$ cat src/rtl/adc_capture_pkg.sv
// Shared types and constants for the ADC capture sequencer.
package adc_capture_pkg;

  localparam int unsigned DEPTH = 5000;
  localparam int unsigned AW    = 13;
  localparam int unsigned DW    = 16;

  typedef enum logic [2:0] {
    ST_IDLE,
    ST_FILL,
    ST_ARMED,
    ST_POST,
    ST_DONE
  } state_t;

  // Next RAM address; wraps from depth-1 back to 0 so unused codes are never produced.
  function automatic logic [AW-1:0] addr_inc(input logic [AW-1:0] addr, input int unsigned depth);
    if (32'(addr) >= depth - 1) return '0;
    return addr + AW'(1);
  endfunction

endpackage

$ cat src/rtl/adc_capture_ctrl_if.sv
// Write-side bus of the capture sequencer onto port 2 of the sample RAM.
interface adc_capture_ctrl_if
  import adc_capture_pkg::*;
#(
  parameter int unsigned AW = adc_capture_pkg::AW,
  parameter int unsigned DW = adc_capture_pkg::DW
);

  logic [AW-1:0] mem_address;
  logic [DW-1:0] mem_writedata;
  logic          mem_chipselect;
  logic          mem_write;
  logic [1:0]    mem_byteenable;

  modport master (
    output mem_address, mem_writedata, mem_chipselect, mem_write, mem_byteenable
  );

  modport slave (
    input mem_address, mem_writedata, mem_chipselect, mem_write, mem_byteenable
  );

endinterface

$ cat src/rtl/adc_trig_detect.sv
// Level-crossing trigger detector: remembers the previous valid sample and flags
// a rising or falling crossing of the threshold, or a forced trigger.
module adc_trig_detect
  import adc_capture_pkg::*;
#(
  parameter int unsigned DW = adc_capture_pkg::DW
) (
  input  logic                 clk,
  input  logic                 reset_n,
  input  logic                 clear,
  input  logic                 en,
  input  logic                 adc_valid,
  input  logic signed [DW-1:0] adc_data,
  input  logic signed [DW-1:0] trig_level,
  input  logic                 trig_rising,
  input  logic                 force_trig,
  output logic                 hit
);

  logic signed [DW-1:0] prev;
  logic                 prev_vld;
  logic                 cross_hit;

  // Previous-sample history; invalidated at the start of each capture.
  always_ff @(posedge clk or negedge reset_n) begin
    if (!reset_n) begin
      prev     <= '0;
      prev_vld <= 1'b0;
    end else if (clear) begin
      prev_vld <= 1'b0;
    end else if (adc_valid) begin
      prev     <= adc_data;
      prev_vld <= 1'b1;
    end
  end

  // Edge compare against the threshold; only a valid history can produce an edge.
  always_comb begin
    cross_hit = 1'b0;
    if (prev_vld) begin
      if (trig_rising) cross_hit = (prev < trig_level) && (adc_data >= trig_level);
      else             cross_hit = (prev >= trig_level) && (adc_data < trig_level);
    end
    hit = adc_valid && en && (force_trig || cross_hit);
  end

endmodule

$ cat src/rtl/adc_capture_ctrl.sv
// Capture sequencer owning RAM port 2: streams ADC samples into the RAM, waits
// for a level trigger, stores the post-trigger samples and freezes.
// Optional feature: define ADC_CAPTURE_PRETRIG_EN for circular pre-trigger history.
module adc_capture_ctrl
  import adc_capture_pkg::*;
#(
  parameter int unsigned DEPTH = adc_capture_pkg::DEPTH,
  parameter int unsigned AW    = adc_capture_pkg::AW,
  parameter int unsigned DW    = adc_capture_pkg::DW
) (
  input  logic                 clk,
  input  logic                 reset_n,
  input  logic                 adc_valid,
  input  logic signed [DW-1:0] adc_data,
  input  logic                 arm,
  input  logic                 abort,
  input  logic [AW-1:0]        post_count,
  input  logic signed [DW-1:0] trig_level,
  input  logic                 trig_rising,
  input  logic                 force_trig,
  adc_capture_ctrl_if.master   mem,
  output logic                 busy,
  output logic                 triggered,
  output logic                 done,
  output logic [AW-1:0]        trig_addr,
  output logic [AW-1:0]        start_addr
);

`ifdef ADC_CAPTURE_PRETRIG_EN
  localparam bit PRETRIG = 1'b1;
`else
  localparam bit PRETRIG = 1'b0;
`endif

  state_t               state, state_nxt;
  logic [AW-1:0]        post_q, remain, fill_cnt, wr_ptr, post_clamped;
  logic signed [DW-1:0] level_q;
  logic                 rising_q;
  logic                 start, hit, accept, writing, in_armed;

  logic                 vld_p1;
  logic [AW-1:0]        addr_p1;
  logic signed [DW-1:0] data_p1;

  // Saturate the requested post-trigger length into 1..DEPTH.
  function automatic logic [AW-1:0] clamp_post(input logic [AW-1:0] pc);
    if (pc == '0) return AW'(1);
    if (32'(pc) > DEPTH) return AW'(DEPTH);
    return pc;
  endfunction

  assign in_armed = (state == ST_ARMED);

  adc_trig_detect #(.DW(DW)) u_trig (
    .clk        (clk),
    .reset_n    (reset_n),
    .clear      (start),
    .en         (in_armed),
    .adc_valid  (adc_valid),
    .adc_data   (adc_data),
    .trig_level (level_q),
    .trig_rising(rising_q),
    .force_trig (force_trig),
    .hit        (hit)
  );

  // Next-state and write-acceptance decode; abort beats everything, including arm.
  always_comb begin
    post_clamped = clamp_post(post_count);
    start        = arm && !abort && (state == ST_IDLE || state == ST_DONE);
    writing      = (state == ST_FILL) || (state == ST_POST) || (in_armed && (PRETRIG || hit));
    accept       = adc_valid && writing && !abort;
    state_nxt    = state;
    if (abort) begin
      state_nxt = ST_IDLE;
    end else begin
      case (state)
        ST_IDLE, ST_DONE: if (arm) state_nxt = (PRETRIG && post_clamped != AW'(DEPTH)) ? ST_FILL : ST_ARMED;
        ST_FILL:          if (adc_valid && fill_cnt == AW'(1)) state_nxt = ST_ARMED;
        ST_ARMED:         if (hit) state_nxt = (post_q == AW'(1)) ? ST_DONE : ST_POST;
        ST_POST:          if (adc_valid && remain == AW'(1)) state_nxt = ST_DONE;
        default:          state_nxt = ST_IDLE;
      endcase
    end
  end

  // State register.
  always_ff @(posedge clk or negedge reset_n) begin
    if (!reset_n) state <= ST_IDLE;
    else          state <= state_nxt;
  end

  // Capture control: latched setup, write pointer, counters and status.
  always_ff @(posedge clk or negedge reset_n) begin
    if (!reset_n) begin
      post_q     <= '0;
      remain     <= '0;
      fill_cnt   <= '0;
      wr_ptr     <= '0;
      level_q    <= '0;
      rising_q   <= 1'b0;
      trig_addr  <= '0;
      start_addr <= '0;
      triggered  <= 1'b0;
      done       <= 1'b0;
    end else begin
      if (accept) wr_ptr <= addr_inc(wr_ptr, DEPTH);
      if (start) begin
        post_q     <= post_clamped;
        fill_cnt   <= AW'(DEPTH) - post_clamped;
        wr_ptr     <= '0;
        level_q    <= trig_level;
        rising_q   <= trig_rising;
        trig_addr  <= '0;
        start_addr <= '0;
      end
      if (!abort && state == ST_FILL && adc_valid) fill_cnt <= fill_cnt - AW'(1);
      if (!abort && hit) begin
        trig_addr <= wr_ptr;
        remain    <= post_q - AW'(1);
      end
      if (accept && state == ST_POST) remain <= remain - AW'(1);
      // Oldest surviving sample sits just past the final write.
      if (state != ST_DONE && state_nxt == ST_DONE)
        start_addr <= PRETRIG ? addr_inc(wr_ptr, DEPTH) : '0;
      triggered <= (triggered && !abort && !start) || (hit && !abort);
      done      <= (state == ST_DONE) && (state_nxt == ST_DONE);
    end
  end

  // ---- stage p1: registered RAM write, one cycle after the sample is accepted ----
  always_ff @(posedge clk or negedge reset_n) begin
    if (!reset_n) begin
      vld_p1  <= 1'b0;
      addr_p1 <= '0;
      data_p1 <= '0;
    end else begin
      vld_p1 <= accept;
      if (accept) begin
        addr_p1 <= wr_ptr;
        data_p1 <= adc_data;
      end
    end
  end

  assign mem.mem_address    = addr_p1;
  assign mem.mem_writedata  = data_p1;
  assign mem.mem_write      = vld_p1;
  assign mem.mem_chipselect = vld_p1;
  assign mem.mem_byteenable = {2{vld_p1}};

  assign busy = (state == ST_FILL) || (state == ST_ARMED) || (state == ST_POST);

endmodule

$ cat src/flat_wrapper.sv
// flat-port wrapper written by rule: the top's interface ports become plain ports
module adc_capture_ctrl_flat import adc_capture_pkg::*;
#(
  parameter int unsigned DEPTH = adc_capture_pkg::DEPTH,
  parameter int unsigned AW    = adc_capture_pkg::AW,
  parameter int unsigned DW    = adc_capture_pkg::DW
)
  (clk, reset_n, adc_valid, adc_data, arm, abort, post_count, trig_level, trig_rising, force_trig, busy, triggered, done, trig_addr, start_addr, mem_mem_address, mem_mem_writedata, mem_mem_chipselect, mem_mem_write, mem_mem_byteenable);
  adc_capture_ctrl_if #(.AW(AW), .DW(DW)) mem_i ();
  input  logic clk;
  input  logic reset_n;
  input  logic adc_valid;
  input  logic signed [DW-1:0] adc_data;
  input  logic arm;
  input  logic abort;
  input  logic [AW-1:0] post_count;
  input  logic signed [DW-1:0] trig_level;
  input  logic trig_rising;
  input  logic force_trig;
  output logic busy;
  output logic triggered;
  output logic done;
  output logic [AW-1:0] trig_addr;
  output logic [AW-1:0] start_addr;
  output wire logic [$bits(mem_i.mem_address)-1:0] mem_mem_address;
  output wire logic [$bits(mem_i.mem_writedata)-1:0] mem_mem_writedata;
  output wire logic [$bits(mem_i.mem_chipselect)-1:0] mem_mem_chipselect;
  output wire logic [$bits(mem_i.mem_write)-1:0] mem_mem_write;
  output wire logic [$bits(mem_i.mem_byteenable)-1:0] mem_mem_byteenable;
  assign mem_mem_address = mem_i.mem_address;
  assign mem_mem_writedata = mem_i.mem_writedata;
  assign mem_mem_chipselect = mem_i.mem_chipselect;
  assign mem_mem_write = mem_i.mem_write;
  assign mem_mem_byteenable = mem_i.mem_byteenable;
  adc_capture_ctrl #(.DEPTH(DEPTH), .AW(AW), .DW(DW)) u_core (.clk(clk), .reset_n(reset_n), .adc_valid(adc_valid), .adc_data(adc_data), .arm(arm), .abort(abort), .post_count(post_count), .trig_level(trig_level), .trig_rising(trig_rising), .force_trig(force_trig), .mem(mem_i), .busy(busy), .triggered(triggered), .done(done), .trig_addr(trig_addr), .start_addr(start_addr));
endmodule
$ cat config.mk
export PLATFORM = sky130hd
export DESIGN_NAME = adc_capture_ctrl_flat
export DESIGN_NICKNAME = d
export VERILOG_FILES = /design/src/rtl/adc_capture_pkg.sv /design/src/rtl/adc_capture_ctrl_if.sv /design/src/rtl/adc_trig_detect.sv /design/src/rtl/adc_capture_ctrl.sv /design/src/flat_wrapper.sv
export SDC_FILE = /design/constraint.sdc
export NUM_CORES = 1
export LEC_CHECK = 0
export CAP_MARGIN = 40
export CORE_ASPECT_RATIO = 1.25
export CORE_MARGIN = 4
export CORE_UTILIZATION = 58
export CTS_CLUSTER_SIZE = 8
export DETAILED_ROUTE_END_ITERATION = 12
export GPL_ROUTABILITY_DRIVEN = 0
export HOLD_SLACK_MARGIN = 0.1
export PLACE_DENSITY = 0.85
export SLEW_MARGIN = 20
export SYNTH_ARGS = -nofsm -noshare
export SYNTH_HDL_FRONTEND = slang
export SYNTH_HIERARCHICAL = 1
export SYNTH_SLANG_ARGS = --single-unit
$ cat constraint.sdc
create_clock -name clk -period 6.55 [get_ports clk]
set_input_delay 0.655 -clock clk [delete_from_list [all_inputs] [get_ports clk]]
set_output_delay 0.655 -clock clk [all_outputs]
set_load 0.03 [all_outputs]
# Yosys cells after proc, flatten, opt, wreduce, memory -nomap -nowiden
# Index checks and enable logic that the tools add are counted.
op_classes:
  n_addsub: 5
  order_cmp: 6
  eq_ne: 9
  muxes: 31
  bitwise_logic: 1
  n_reduce_logical: 38
ops:
  columns: ["operator", "count"]
  rows:
  - ["2-to-1 mux 13 bit", 15]
  - ["== test 13 x 1 -> 1 bit (second input constant)", 3]
  - ["subtractor 13 x 1 -> 13 bit (second input constant)", 3]
  - [">= comparator 16 bit", 2]
  - ["< comparator 16 bit", 2]
  - ["logical AND 1 bit", 19]
  - ["2-to-1 mux 3 bit", 6]
  - ["adder 13 x 1 -> 13 bit (second input constant)", 1]
  - [">= comparator 13 bit (second input constant)", 1]
  - ["> comparator 13 bit (second input constant)", 1]
  - ["zero test 13 bit", 1]
  - ["subtractor 13 bit (first input constant)", 1]
  - ["case mux 3 bit (4 select lines)", 1]
  - ["nonzero test 2 bit", 6]
  - ["2-to-1 mux 1 bit", 9]
  - ["logical OR 1 bit", 7]
  - ["== test 3 x 2 -> 1 bit (second input constant)", 2]
  - ["== test 3 bit (second input constant)", 2]
  - ["== test 3 x 1 -> 1 bit (second input constant)", 1]
  - ["zero test 3 bit", 1]
  - ["inequality test 3 bit (second input constant)", 1]
  - ["zero test 1 bit", 2]
  - ["AND reduction 2 bit", 1]
  - ["OR reduction 2 bit", 1]
  - ["inverter 1 bit", 1]
word_totals:
  reg_bits: 147
  inputBits: 52
  output_inout_bits: 62
  elab_cells: 106

# Longest topological paths before layout
logic_depth:
  ltp_word: 14
  mapped_depth: 16
  depth_no_buf: 15

# Hierarchy
# The synthesis kept the hierarchy.
by_module_without_submodules:
  columns: ["module", "n_inst", "cells_each", "area_each_um2", "seq_area_each_um2"]
  rows:
  - ["adc_capture_ctrl", 1, 654, 5993.2, 2927.8]
  - ["adc_trig_detect", 1, 147, 1446.4, 425.4]

# Worst setup path before layout
# No wires, ideal clock.
synth_timing:
  kind: "input-to-reg"
  startpoint: "input port adc_data[11]"
  endpoint: "register u_core.addr_p1[0], in the netlist u_core/mem.mem_address[0]"
  setup_ns: 0.125
  t_arrival_ns: 3.704
  required_ns: 6.425
  slack_ns: 2.721
  cell_stages: 12
  n_path_buf: 2
  path_cell_list: "ha_1 > nand4_1 > or4_4 > o211ai_2 > mux2i_1 > o31a_1 > o311ai_2 > a21oi_1 > nor3_1 > clkbuf_1 > clkbuf_1 > mux2_2"
synth_via:
  elab_chain_cells: 10
  elab_cells_between_ends: 12
  classes_between: "2 x order compare; 2 x mux; 8 x reduce/logical"
synth_rtl:
  columns: ["item", "line_no", "rtl"]
  rows:
  - ["from (decl)", "flat_wrapper.sv:13", "input logic signed [DW-1:0] adc_data;"]
  - ["< comparator 16 bit / >= comparator 16 bit (equally long branches)", "adc_trig_detect.sv:42, adc_trig_detect.sv:41", null]
  - ["logical AND 1 bit, on equally long branches", "adc_trig_detect.sv:42, adc_trig_detect.sv:41", null]
  - ["2-to-1 mux 1 bit (*)", "adc_trig_detect.sv:41", "if (trig_rising) cross_hit = (prev < trig_level) && (adc_data >= trig_level);"]
  - ["2-to-1 mux 1 bit (*)", "adc_trig_detect.sv:40", "if (prev_vld) begin"]
  - ["logical OR 1 bit (*)", "adc_trig_detect.sv:44", "hit = adc_valid && en && (force_trig || cross_hit);"]
  - ["logical AND 1 bit (*)", "adc_trig_detect.sv:44", null]
  - ["net u_core.hit", "adc_capture_ctrl.sv:39", "logic start, hit, accept, writing, in_armed;"]
  - ["logical AND 1 bit (*)", "adc_capture_ctrl.sv:71", "writing = (state == ST_FILL) || (state == ST_POST) || (in_armed && (PRETRIG || hit));"]
  - ["logical OR 1 bit (*)", "adc_capture_ctrl.sv:71", null]
  - ["logical AND 1 bit (*) (2 in a row)", "adc_capture_ctrl.sv:72", "accept = adc_valid && writing && !abort;"]
  - ["to (signal assigned)", "adc_capture_ctrl.sv:140", "addr_p1 <= wr_ptr;"]
  - ["to (decl)", "adc_capture_ctrl.sv:42", "logic [AW-1:0] addr_p1;"]
# Mark *: on every way through the listed nets, which the timed path passes. The rest lies on a longest branch.
# A chain may end at the register's enable or synchronous reset.

# Final worst setup path
layout_timing:
  startpoint: "register u_core.level_q[9]"
  endpoint: "register u_core.wr_ptr[10]"
layout_via:
  elab_chain_cells: 11
  elab_cells_between_ends: 15
  classes_between: "4 x order compare; 2 x mux; 9 x reduce/logical"
layout_rtl:
  columns: ["item", "line_no", "rtl"]
  rows:
  - ["from (decl)", "adc_capture_ctrl.sv:37", "logic signed [DW-1:0] level_q;"]
  - ["from (signal assigned)", "adc_capture_ctrl.sv:112", "level_q <= trig_level;"]
  - [">= comparator 16 bit, or another cell as far along", "adc_trig_detect.sv:42", "else cross_hit = (prev >= trig_level) && (adc_data < trig_level);"]
  - ["logical AND 1 bit, on equally long branches", "adc_trig_detect.sv:42, adc_trig_detect.sv:41", null]
  - ["2-to-1 mux 1 bit (*)", "adc_trig_detect.sv:41", null]
  - ["2-to-1 mux 1 bit (*)", "adc_trig_detect.sv:40", null]
  - ["logical OR 1 bit (*)", "adc_trig_detect.sv:44", null]
  - ["logical AND 1 bit (*)", "adc_trig_detect.sv:44", null]
  - ["net u_core.hit", "adc_capture_ctrl.sv:39", null]
  - ["logical AND 1 bit (*)", "adc_capture_ctrl.sv:71", null]
  - ["logical OR 1 bit (*)", "adc_capture_ctrl.sv:71", null]
  - ["logical AND 1 bit (*) (2 in a row)", "adc_capture_ctrl.sv:72", null]
  - ["nonzero test 2 bit (no source line) (*)", null, null]
  - ["to (signal assigned)", "adc_capture_ctrl.sv:107", "if (accept) wr_ptr <= addr_inc(wr_ptr, DEPTH);"]
  - ["to (decl)", "adc_capture_ctrl.sv:36", "logic [AW-1:0] post_q, remain, fill_cnt, wr_ptr, post_clamped;"]
# Marked as above.

==> impl_metrics.json <==
{
  "pwr-share-seq_pct": 39.8,
  "cap_violations": 0,
  "fin_worst_skew_ns": 0.00748,
  "initial_utilization_pct": 59.0,
  "p_leak_uw": 0.00406,
  "cp_data_required_time_ns": 6.89,
  "insertion_delay_ns": 0.42,
  "internal_power_uw": 1920,
  "dp_hpwl_um": 12700,
  "track_usage_pct": 25.4,
  "hold_viol_final": 0,
  "drive_gt1_share_pct": 10.2,
  "tns_ns": 0,
  "final_cell_area_um2": 9130,
  "via_per_inst": 5.92,
  "rsz0062_at_grt": "false",
  "placementRows": 46,
  "crit_fanout": 37,
  "min_path_type": "primary input to async pin",
  "max_freq_mhz": 231,
  "ctsHtreeMaxLevel": 4,
  "cts_root_buf": "clkbuf_16",
  "die_h_um": 135,
  "wire_per_inst_um": 17.0,
  "grt_pass1_wl_um": 29600,
  "synth-edff-count": 0,
  "period_share_pct": 66.0,
  "setup_viol": 0,
  "grt_max_degree": 69,
  "place_area_um2": 8490,
  "slew_viol_final": 0,
  "numCtsBuffers": 17,
  "core_area_um2": 12600,
  "final_cell_mix": "nand2_1 (136), dfrtp_1 (134), clkdlybuf4s50_1 (99)",
  "post-cts-setup-buffers": 0,
  "nets": 986,
  "synthArstFlopShare_pct": 100,
  "synthCells": 801,
  "cts_sinks": 134,
  "portBuffers": 100,
  "peakVddDrop_v": 0.000200,
  "critPathKind": "register to register",
  "overflow": 0,
  "ios": 114,
  "startpoint": "u_core/level_q[9]$_DFFE_PN0P_",
  "die_x_um": 109,
  "outcome": "finished, final reports clean",
  "ys_seq_area_share_pct": 45.1,
  "ant_nets": 0,
  "swShare_pct": 32.2,
  "ys.flop_type": "dfrtp_1",
  "power_switching_uw": 913,
  "synthTopCellsByArea": "dfrtp_1 (45%), nand2_1 (6.9%), ha_1 (6.7%)",
  "firstDrtPassIters": 5,
  "relSlewSlack_pct": 44.6,
  "cts_resized": 0,
  "cts_hold_repair.buffers": 0,
  "worstSetupEndpointType": "register",
  "num_vias": 6346,
  "ys_ff_latch": 134,
  "syn_area_um2": 7440,
  "yosysUniqueCellTypes": 70,
  "cts_buffer_depth": 2,
  "drc": 0,
  "worstPathArrival_ns": 4.67,
  "antennaDiodeCount": 0,
  "drtIter0Drc": 454,
  "syn2layout_area_growth_pct": 22.7,
  "period_needed_ns": 4.32,
  "pwr-share-clk_pct": 32.9,
  "antenna_found_initial": 0,
  "synth_warnings": 6,
  "power_density_nw_per_um2": 311,
  "die_area_um2": 14700,
  "r2r_start": "u_core/level_q[9]$_DFFE_PN0P_",
  "synth.largest_area_cell": "dfrtp_1",
  "grt_pass1_vias": 6223,
  "syn_avg_cell_area_um2": 9.29,
  "startpoint_type": "register",
  "finalWirelength_um": 18200,
  "final_common_cell": "nand2_1",
  "synth_top_cell_area_share_pct": 45.1,
  "cts_tree": "yes",
  "tightest_slew_ns": 0.831,
  "cts.clk_slew.worst_paths_ns": 0.06,
  "comb_power_share_pct": 27.3
}
logic make-up after synthesis:
kind of cell / Yosys count / synth area share (%)
AO/OA/AOI/OAI: 173 / 14.2
AND/OR/NAND/NOR: 309 / 19.5
other: 1 / 0.0504
flip-flops: 134 / 45.1
multiplexers: 47 / 7.10
adder cells (fa/ha/maj): 40 / 6.73
XOR/XNOR: 21 / 2.47
buffers and inverters: 76 / 4.86
layout make-up:
cell class | count | area, um^2
multi-input combinational | 603 | 3770
sequential | 134 | 3350
timing repair buffer | 109 | 1100
inverter | 29 | 109
clock buffer | 21 | 480
clock inverter | 8 | 100
fill | 895 | 3470
tap | 168 | 210
worst max-delay path: stages, from the launching register on:
cell and delay [ns]:
dfrtp_1 0.35, inv_1 0.06, ha_1 0.31, a211o_1 0.29
a21oi_1 0.19, a21oi_1 0.10, a2111oi_0 0.48, mux2_2 0.41
o311ai_2 0.50, a21oi_1 0.16, nor3_2 0.22, buf_4 0.44
o21ai_1 0.30, a31oi_1 0.22, o21ai_0 0.10, o21ai_1 0.10
power groups by stage:
stage / Combinational (uW) / Clock (uW) / Sequential, uW
after floorplan: 432 / 0 / 1190
after global placement: 740 / 0 / 1130
after detailed placement: 765 / 0 / 1140
after CTS: 771 / 943 / 1120
after global routing: 858 / 982 / 1150
final: 775 / 933 / 1130
cell usage after synthesis (all sizes together) (4+ instances only):
master and n:
nand2 136, dfrtp 134, o21ai 65, nor2 60
mux2 46, a21oi 44, ha 40, inv 29
clkbuf 26, nand3 25, buf 21, nor3 17
and3 11, nand4 11, xor2 11, a31oi 10
xnor2 10, a211oi 9, nor4 8, nand2b 7
nor2b 6, or2 6, or3 6, o211ai 5
o21a 5, o22ai 5, or4 5, a211o 4
a221oi 4
through the flow:
step                cells  setup WS, ns  total power (uW)  hold slack, ns  util, %
finish               1072          2.23              2840           0.223     72.4
global route         1072          1.90              2990           0.279     72.4
CTS                  1068          2.29              2840           0.245     71.9
detailed placement   1039          1.92              1900           0.463     67.3
global placement     1039          2.02              1870           0.458     67.3
floorplan             813          2.72              1620           0.359        -
routing by layer:
layer / up-vias / track usage [%] / wire length, um
li1: 2990 / - / -
met2: 256 / 43.1 / 9120
met3: 57 / 5.36 / 1120
met1: 3043 / 30.7 / 7350
met4: 0 / 12.0 / 640
met5: - / 0 / 0
worst paths after layout:
| check | slack, ns | endpoint | depth (start not counted) |
|---|---|---|---|
| max | 2.23 | u_core/wr_ptr[10]$_DFFE_PN0P_ | 15 |
| min | 0.22 | u_core/level_q[5]$_DFFE_PN0P_ | 1 |
| max reg2reg | 2.23 | u_core/wr_ptr[10]$_DFFE_PN0P_ | 15 |
| min reg2reg | 0.48 | u_core/level_q[14]$_DFFE_PN0P_ | 2 |
| max in group asynchronous | 5.36 | u_core/mem.mem_writedata[12]$_DFFE_PN0P_ | 3 |
| min in group clk | 0.48 | u_core/level_q[14]$_DFFE_PN0P_ | 2 |
No activity file was read; power rests on OpenSTA's default activity.
